**config.mk**
```make
export PLATFORM = sky130hd
export DESIGN_NAME = lenet_weight_loader
export DESIGN_NICKNAME = d
export VERILOG_FILES = /design/src/rtl/lenet_weight_loader.sv
export SDC_FILE = /design/constraint.sdc
export NUM_CORES = 2
export LEC_CHECK = 0
export ABC_AREA = 1
export CAP_MARGIN = 20
export CORE_UTILIZATION = 30
export CTS_BUF_LIST = sky130_fd_sc_hd__clkbuf_4 sky130_fd_sc_hd__clkbuf_8 sky130_fd_sc_hd__clkbuf_16
export DETAILED_ROUTE_END_ITERATION = 12
export MAX_ROUTING_LAYER = met4
export PLACE_DENSITY = 0.51
export SETUP_SLACK_MARGIN = 0.02
export SYNTH_ARGS = -nofsm -noshare
export SYNTH_HDL_FRONTEND = slang
export SYNTH_SLANG_ARGS = --single-unit
```
**constraint.sdc**
```tcl
create_clock -name clk_i -period 8.9 [get_ports clk_i]
set_input_delay 2.225 -clock clk_i [delete_from_list [all_inputs] [get_ports clk_i]]
set_output_delay 2.225 -clock clk_i [all_outputs]
set_load 0.02 [all_outputs]
```
**src/rtl/lenet_weight_loader.sv**
```systemverilog
// Weight/bias loader for the LeNet-5 core: looks up a per-layer descriptor, streams
// weight bytes then little-endian bias words from weight memory into the weight buffer.
module lenet_weight_loader #(
  parameter int unsigned ADDR_W          = 16,
  parameter int unsigned DATA_W          = 8,
  parameter int unsigned BIAS_W          = 32,
  parameter int unsigned MAX_OUTSTANDING = 4,
  parameter int unsigned NUM_ENTRIES     = 16
) (
  input  logic              clk_i,
  input  logic              rst_sync_n_i,
  input  logic              tbl_we_i,
  input  logic [3:0]        tbl_idx_i,
  input  logic [ADDR_W-1:0] tbl_wbase_i,
  input  logic [15:0]       tbl_wlen_i,
  input  logic [7:0]        tbl_blen_i,
  input  logic              req_load_weight_i,
  input  logic [3:0]        layer_id_i,
  output logic              weight_loaded_o,
  output logic              busy_o,
  output logic              err_o,
  output logic              mem_req_o,
  output logic [ADDR_W-1:0] mem_addr_o,
  input  logic              mem_gnt_i,
  input  logic              mem_rvalid_i,
  input  logic [DATA_W-1:0] mem_rdata_i,
  output logic              wbuf_we_o,
  output logic              wbuf_sel_o,
  output logic [15:0]       wbuf_addr_o,
  output logic [BIAS_W-1:0] wbuf_data_o
);
  localparam int unsigned OUT_W = $clog2(MAX_OUTSTANDING + 1);
  localparam int unsigned SH_W  = BIAS_W - DATA_W;

  typedef enum logic [2:0] {
    S_IDLE, S_LOOKUP, S_FETCH, S_DRAIN, S_DONE, S_RELEASE
  } state_e;

  state_e            state_q, state_d;
  logic [ADDR_W-1:0] tbl_wbase_q [NUM_ENTRIES];
  logic [ADDR_W-1:0] tbl_wbase_d [NUM_ENTRIES];
  logic [15:0]       tbl_wlen_q  [NUM_ENTRIES];
  logic [15:0]       tbl_wlen_d  [NUM_ENTRIES];
  logic [7:0]        tbl_blen_q  [NUM_ENTRIES];
  logic [7:0]        tbl_blen_d  [NUM_ENTRIES];
  logic [3:0]        layer_q, layer_d;
  logic [ADDR_W-1:0] wbase_q, wbase_d;
  logic [15:0]       wlen_q, wlen_d;
  logic [16:0]       total_q, total_d;
  logic [16:0]       issued_q, issued_d;
  logic [16:0]       received_q, received_d;
  logic [OUT_W-1:0]  outstanding_q, outstanding_d;
  logic [SH_W-1:0]   bias_sh_q, bias_sh_d;
  logic              err_q, err_d;
  logic              wbuf_we_q, wbuf_we_d;
  logic              wbuf_sel_q, wbuf_sel_d;
  logic [15:0]       wbuf_addr_q, wbuf_addr_d;
  logic [BIAS_W-1:0] wbuf_data_q, wbuf_data_d;
  logic              mem_req;
  logic              issue;
  logic              rx;
  logic [16:0]       boff;

  always_comb begin
    state_d       = state_q;
    tbl_wbase_d   = tbl_wbase_q;
    tbl_wlen_d    = tbl_wlen_q;
    tbl_blen_d    = tbl_blen_q;
    layer_d       = layer_q;
    wbase_d       = wbase_q;
    wlen_d        = wlen_q;
    total_d       = total_q;
    issued_d      = issued_q;
    received_d    = received_q;
    outstanding_d = outstanding_q;
    bias_sh_d     = bias_sh_q;
    err_d         = err_q;
    wbuf_we_d     = 1'b0;
    wbuf_sel_d    = wbuf_sel_q;
    wbuf_addr_d   = wbuf_addr_q;
    wbuf_data_d   = wbuf_data_q;
    mem_req       = 1'b0;
    boff          = received_q - {1'b0, wlen_q};
    rx            = mem_rvalid_i && (state_q == S_FETCH || state_q == S_DRAIN)
                    && (received_q < total_q);

    if (tbl_we_i) begin
      tbl_wbase_d[tbl_idx_i] = tbl_wbase_i;
      tbl_wlen_d[tbl_idx_i]  = tbl_wlen_i;
      tbl_blen_d[tbl_idx_i]  = tbl_blen_i;
    end

    case (state_q)
      S_IDLE: begin
        if (req_load_weight_i) begin
          layer_d = layer_id_i;
          state_d = S_LOOKUP;
        end
      end
      S_LOOKUP: begin
        wbase_d       = tbl_wbase_q[layer_q];
        wlen_d        = tbl_wlen_q[layer_q];
        total_d       = {1'b0, tbl_wlen_q[layer_q]} + {7'b0, tbl_blen_q[layer_q], 2'b00};
        issued_d      = '0;
        received_d    = '0;
        outstanding_d = '0;
        if (total_d == '0) begin
          err_d   = 1'b1;
          state_d = S_DONE;
        end else begin
          state_d = S_FETCH;
        end
      end
      S_FETCH: begin
        mem_req = (issued_q < total_q) && (outstanding_q < OUT_W'(MAX_OUTSTANDING));
        if (issued_q == total_q) state_d = S_DRAIN;
      end
      S_DRAIN: begin
        if (received_q + 17'(rx) == total_q) state_d = S_DONE;
      end
      S_DONE:    state_d = S_RELEASE;
      S_RELEASE: if (!req_load_weight_i) state_d = S_IDLE;
      default:   state_d = S_IDLE;
    endcase

    issue = mem_req && mem_gnt_i;
    if (issue) issued_d = issued_q + 17'd1;
    outstanding_d = outstanding_d + OUT_W'(issue) - OUT_W'(rx);

    // Return index decides the target: first wlen bytes are weights, the rest pack into biases.
    if (rx) begin
      received_d = received_q + 17'd1;
      if (received_q < {1'b0, wlen_q}) begin
        wbuf_we_d   = 1'b1;
        wbuf_sel_d  = 1'b0;
        wbuf_addr_d = received_q[15:0];
        wbuf_data_d = BIAS_W'(mem_rdata_i);
      end else if (boff[1:0] == 2'd3) begin
        wbuf_we_d   = 1'b1;
        wbuf_sel_d  = 1'b1;
        wbuf_addr_d = 16'(boff >> 2);
        wbuf_data_d = {mem_rdata_i, bias_sh_q};
      end else begin
        bias_sh_d = {mem_rdata_i, bias_sh_q[SH_W-1:DATA_W]};
      end
    end
  end

  always_ff @(posedge clk_i) begin
    if (!rst_sync_n_i) begin
      state_q       <= S_IDLE;
      for (int unsigned i = 0; i < NUM_ENTRIES; i++) begin
        tbl_wbase_q[i] <= '0;
        tbl_wlen_q[i]  <= '0;
        tbl_blen_q[i]  <= '0;
      end
      layer_q       <= '0;
      wbase_q       <= '0;
      wlen_q        <= '0;
      total_q       <= '0;
      issued_q      <= '0;
      received_q    <= '0;
      outstanding_q <= '0;
      bias_sh_q     <= '0;
      err_q         <= 1'b0;
      wbuf_we_q     <= 1'b0;
      wbuf_sel_q    <= 1'b0;
      wbuf_addr_q   <= '0;
      wbuf_data_q   <= '0;
    end else begin
      state_q       <= state_d;
      tbl_wbase_q   <= tbl_wbase_d;
      tbl_wlen_q    <= tbl_wlen_d;
      tbl_blen_q    <= tbl_blen_d;
      layer_q       <= layer_d;
      wbase_q       <= wbase_d;
      wlen_q        <= wlen_d;
      total_q       <= total_d;
      issued_q      <= issued_d;
      received_q    <= received_d;
      outstanding_q <= outstanding_d;
      bias_sh_q     <= bias_sh_d;
      err_q         <= err_d;
      wbuf_we_q     <= wbuf_we_d;
      wbuf_sel_q    <= wbuf_sel_d;
      wbuf_addr_q   <= wbuf_addr_d;
      wbuf_data_q   <= wbuf_data_d;
    end
  end

  assign weight_loaded_o = (state_q == S_DONE);
  assign busy_o          = (state_q != S_IDLE);
  assign err_o           = err_q;
  assign mem_req_o       = mem_req;
  assign mem_addr_o      = mem_req ? wbase_q + ADDR_W'(issued_q) : '0;
  assign wbuf_we_o       = wbuf_we_q;
  assign wbuf_sel_o      = wbuf_sel_q;
  assign wbuf_addr_o     = wbuf_addr_q;
  assign wbuf_data_o     = wbuf_data_q;
endmodule

```
* Word level (Yosys, flattened, before mapping)
Cells that the tools add are included.
** Cells by class
- Add/subtract/negate cells :: 8
- $lt $le $gt $ge :: 7
- Equality and inequality tests :: 12
- Muxes and demuxes :: 36
- Bitwise operators :: 4
- Reductions and logical operators :: 18
** Operator list (count)
- $bwmux 256 :: 2
- $bmux 16 s4 :: 2
- $bwmux 128 :: 1
- $mux 16 :: 8
- $demux 16 s4 :: 1
- $mux 32 :: 2
- $mux 17 :: 3
- $add 17x1->17 const B :: 2
- $eq 17x17->1 :: 2
- $lt 17x17->1 :: 2
- $bmux 8 s4 :: 1
- $demux 8 s4 :: 1
- $mux 8 :: 3
- $mux 3 :: 6
- $pmux 3 s6 :: 1
- $add 16x10->17 :: 1
- $add 17x1->17 :: 1
- $logic_not 17->1 :: 1
- $lt 17x16->1 :: 1
- $sub 17x16->17 :: 1
- $add 16x16->16 :: 1
- $ge 5x5->1 const B :: 2
- $not 4->5 :: 2
- $reduce_and 2->1 :: 4
- 19 further kinds :: 34
** Word-level totals
- Bits in registers :: 808
- Input bits :: 62
- Output and inout bits :: 70
- Logic and storage cells :: 147

* Logic depth before layout (Yosys ltp)
- Depth after elaboration :: 8
- Gate-level depth with buffers :: 30
- Depth with buffers taken out :: 28

* Worst setup path before layout
OpenSTA, ideal clock, no wires.
- Path type :: reg2out
- Start point :: register total_q[2]
- End point :: output mem_addr_o[10]
- Arrival :: 2431 ps
- Required time :: 6675 ps
- Slack :: 4244 ps
- Cell stages (with the launch flop) :: 15
- Buffers on the path :: 2
- Cell sequence :: dfxtp_1 > inv_1 > ha_1 > a21oi_1 > nor2_1 > o21ai_1 > o211ai_1 > nand2_1 > nand4_1 > or2_1 > buf_2 > inv_1 > clkbuf_1 > o21ai_0 > a21oi_1
** Between the ends
- Cells in the longest elaborated chain, start to end :: 4
** RTL lines
- start, declared :: line 49 : logic [16:0] total_q, total_d;
- start signal, assigned :: line 178 : total_q <= total_d;
- $lt 17x17->1 :: line 115 : mem_req = (issued_q < total_q) && (outstanding_q < OUT_W'(MAX_OUTSTANDING));
- $logic_and 1x1->1 :: line 115
- $mux 1 :: line 93 : case (state_q)
- via mem_req_o :: line 22 : output logic mem_req_o,
- $mux 16 :: line 195 : assign mem_addr_o = mem_req ? wbase_q + ADDR_W'(issued_q) : '0;
- end, declared :: line 23 : output logic [ADDR_W-1:0] mem_addr_o,
The timed path passes the listed nets, and every way through them passes these cells.

* Worst setup path after layout
- Start point :: register total_q[10]
- End point :: output mem_addr_o[5]
** Between the ends
- Cells in the longest elaborated chain, start to end :: 4
** RTL lines (line)
- $lt 17x17->1 :: 115
- $logic_and 1x1->1 :: 115
- $mux 1 :: 93
- $mux 16 :: 195
No other way between the ends.

==> results_dict.tcl <==
set metrics [dict create \
    insertion_delay_ns 0.68 \
    mappedNetlistNets 5572 \
    synth-edff-count 0 \
    fin_tns_setup_ns 0 \
    count_of_pins_on_the_block_boundary 132 \
    core_area_um2 124000 \
    synthToLayoutAreaGrowth_pct 14.3 \
    first_pass_grt_wire_length_um 209000 \
    post-dp-hpwl_um 76700 \
    rr_endpoint "state_q[1]" \
    tritoncts "yes" \
    slew_violations 0 \
    rsz0062_at_grt "no" \
    min_period_over_period 0.650 \
    track_usage 0.219 \
    worst_hold_path.endpoint "tbl_wbase_q[60]" \
    post_synthesis_simple_gate_area_fraction 0.204 \
    worstPathRequired_ns 6.68 \
    vias_post_dr 35900 \
    root_buffer "clkbuf_16" \
    worstHoldPathCells 2 \
    yosys_register_bits 806 \
    final_skew_ns 0.0306 \
    numCtsBuffers 91 \
    maximum_number_of_pins_on_one_net_before_global_route_repair 201 \
    criticalPathCategory "reg -> out" \
    total_standard_cell_area_after_synthesis_um2 37800 \
    drc_errors 0 \
    grt_antenna_before_repair 9 \
    period_minus_slack_ns 5.78 \
    ys_dominant_reg_cell "dfxtp_1" \
    layout.nets 5427 \
    cts-hold-fix-buffers 0 \
    finalSetupViolations 0 \
    worst-path-max-fanout 12 \
    holdCritStartpoint "tbl_wbase_q[60]" \
    relSlewSlack 0.264 \
    ys.warnings.count 0 \
    cp_data_arrival_time_ns 3.56 \
    worst-r2r-setup-slack_ns 3.89 \
    synth_sequential_area_ratio 0.427 \
    drt_first_iter_violations 3351 \
    drive_gt1_frac 0.0552 \
    ys_types 53 \
    per_instance_average_area_after_synthesis_um2 6.96 \
    synthArstFlopShare 0 \
    chipWidth_um 357 \
    cp-start-kind "flip-flop" \
    source_of_the_worst_register_to_register_timing_path "layer_q[0]" \
    ant_nets 0 \
    groute.layer.met1.usage 0.283 \
    clock.fmax_mhz 173 \
    port-buffer-count 131 \
    leakage_nw 17.6 \
    post_synthesis_cell_count 5428 \
    yosys.area.top_type_share 0.427 \
    run_status "finished, final reports clean" \
    placementRows 129 \
    yosys-mux-area-fraction 0 \
    synth_area_in_adders 0.0280 \
    vias_per_cell 5.12 \
    die_area_um2 127000 \
    synthesized_area_fraction_occupied_by_ao_oa_aoi_and_oai_cells 0.240 \
    critical_path.endpoint_type "primary output" \
    fillCellCount 13300 \
    min_path_type "reg -> reg" \
    clock_tree.htree_level_count 3 \
    cts.reportedPaths.clkPinSlew_ns 0.06 \
    finalCoreUtilization 0.347 \
    synth_largest_area_cell "dfxtp_1" \
    cts_post_setup_buffers_inserted 0 \
    ff2ff_path_depth 22 \
    gr-max-usage-layer "met2" \
    synth_top_family_by_area "compound AO/OA/AOI/OAI gates" \
    use_met2 0.343 \
    die_height_um 357 \
    grt_util_met3 0.0374 \
    drv_cap 0 \
    route.final.wire_length_um 139000 \
    irDropWorstVdd_uv 198 \
    number_of_global_route_vias_before_repair 33200 \
    powerDensity_nw_per_um2 270 \
    final_hold_viol_count 0 \
    actual_transition_at_the_worst_max_transition_pin_ns 1.10 \
    drt_pre_antenna_iters 6 \
    clock_tree.buffer_depth 3 \
    initial_utilization 0.304 \
    avgRoutedWirePerCell_um 19.8 \
    quantity_of_gates_resized_following_cts 0 \
    ys_top_cells_by_area "dfxtp_1 (43%), o21ai_0 (14%), nor2_1 (13%)" \
    rd_place_congestion 0.869 \
    tritoncts_num_sinks 806 \
    global_route.overflow_total 0 \
    synth-xor-area-share 0.0137 \
]
[cell usage in the layout, fill, tap and decap left out, drive strengths merged, types with 78 or more instances in the layout]
cell           netlist  final
nor2              1300   1300
dfxtp              806    806
clkbuf             345    137
ha                  78     78
a21oi              413    413
nand2              404    404
clkdlybuf4s50        0    130
o21ai             1069   1069
inv                405    412
nand3              181    181
[power breakdown]
part	internal (mW)	switching, mW	total (mW)
Combinational	1.10	2.63	3.72
Clock	2.28	1.63	3.91
Sequential	3.82	0.199	4.02
Total	7.20	4.46	11.7
[sequential cells by signal, summed over array words and instances (netlist names)]
name / count
tbl_wbase_q: 256
tbl_wlen_q: 256
tbl_blen_q: 128
wbuf_data_o: 32
bias_sh_q: 24
issued_q: 17
received_q: 17
wbase_q: 16
wbuf_addr_o: 16
wlen_q: 16
total_q: 15
layer_q: 4
outstanding_q: 3
state_q: 3
err_o: 1
wbuf_sel_o: 1
wbuf_we_o: 1
[critical path: stages (launching register included)]
cell and delay (ns):
dfxtp_1 0.37, inv_1 0.09, ha_1 0.31, nand2_1 0.06, inv_1 0.03, o21ai_0 0.18
a21oi_1 0.09, nor2_1 0.10, nand4_1 0.08, or2_1 0.34, inv_1 0.31, o21ai_0 0.14
a21oi_1 0.14, clkdlybuf4s50_1 0.63
[layer usage]
metal,share of wire,vias to the layer above
met3,0.064,242
met2,0.45,1089
met5,0,-
met1,0.45,16900
met4,0.032,0
li1,-,17700
[how the worst max path moves through the flow]
stage,start,end,slack (ns),depth (start not counted)
2_1_floorplan,total_q[2],mem_addr_o[10],4.24,14
3_3_place_gp,mem_rvalid_i,state_q[0],3.28,20
5_1_grt,total_q[10],mem_addr_o[9],2.83,13
6_report,total_q[10],mem_addr_o[5],3.12,13
3_5_place_dp,mem_rvalid_i,state_q[0],3.29,20
4_1_cts,total_q[10],mem_addr_o[13],3.08,13
[final cells by class]
cell class,instances,area (um2),share of cell area
inverter,416,1580,0.0367
antenna,9,22.5,0.000522
clock buffer,137,2770,0.0641
timing repair buffer,185,1780,0.0413
clock inverter,31,353,0.00817
multi-input combinational,3783,18500,0.428
tap,1637,2050,0.0474
sequential,806,16100,0.374
[synthesized netlist by cell type, types with 2 or more instances]
library cell and instances:
o21ai_0 1064, o21ai_1 4, buf_1 9, a211oi_1 32, o22ai_1 61, buf_2 58
clkinv_1 11, xnor2_1 23, a21boi_0 2, clkbuf_1 343, dfxtp_1 806, nand2_2 7
xor2_1 36, nor4_1 3, nand3_1 179, o32ai_1 12, or2_2 7, o31ai_1 2
nor3_1 20, inv_1 401, nor2_2 6, o211ai_1 44, inv_2 3, nand4_1 19
buf_4 4, a21oi_2 2, fa_1 4, clkbuf_2 2, nor2_1 1293, nand2_4 2
o221ai_1 45, nand3_2 2, buf_6 7, o2111ai_1 2, nand3b_1 4, nand2_1 395
ha_1 78, a31oi_1 5, a21oi_1 411, nor3b_1 2, a21o_1 5, o21bai_1 2
[through the flow]
| step | hold WS (ns) | power (mW) | cell area (um2) | std cells | setup WS (ns) |
|---|---|---|---|---|---|
| floorplan | 0.420 | 6.54 | 37800 | 5428 | 4.24 |
| global placement | 0.429 | 7.79 | 40000 | 6827 | 3.28 |
| detailed placement | 0.433 | 7.79 | 40000 | 6827 | 3.29 |
| CTS | 0.443 | 11.7 | 43100 | 6995 | 3.08 |
| global route | 0.457 | 12.3 | 43200 | 7004 | 2.83 |
| finish | 0.442 | 11.7 | 43200 | 7004 | 3.12 |
[cells by family (layout without fill, tap and decap cells)]
kind of cell             after synthesis  count (layout)
AO/OA/AOI/OAI                       1699            1699
adder cells (fa/ha/maj)               82              82
buffers and inverters                839             769
flip-flops                           806             806
other                                  0               9
XOR/XNOR                              59              59
AND/OR/NAND/NOR                     1943            1943
Power figures use the tool's default switching activity.
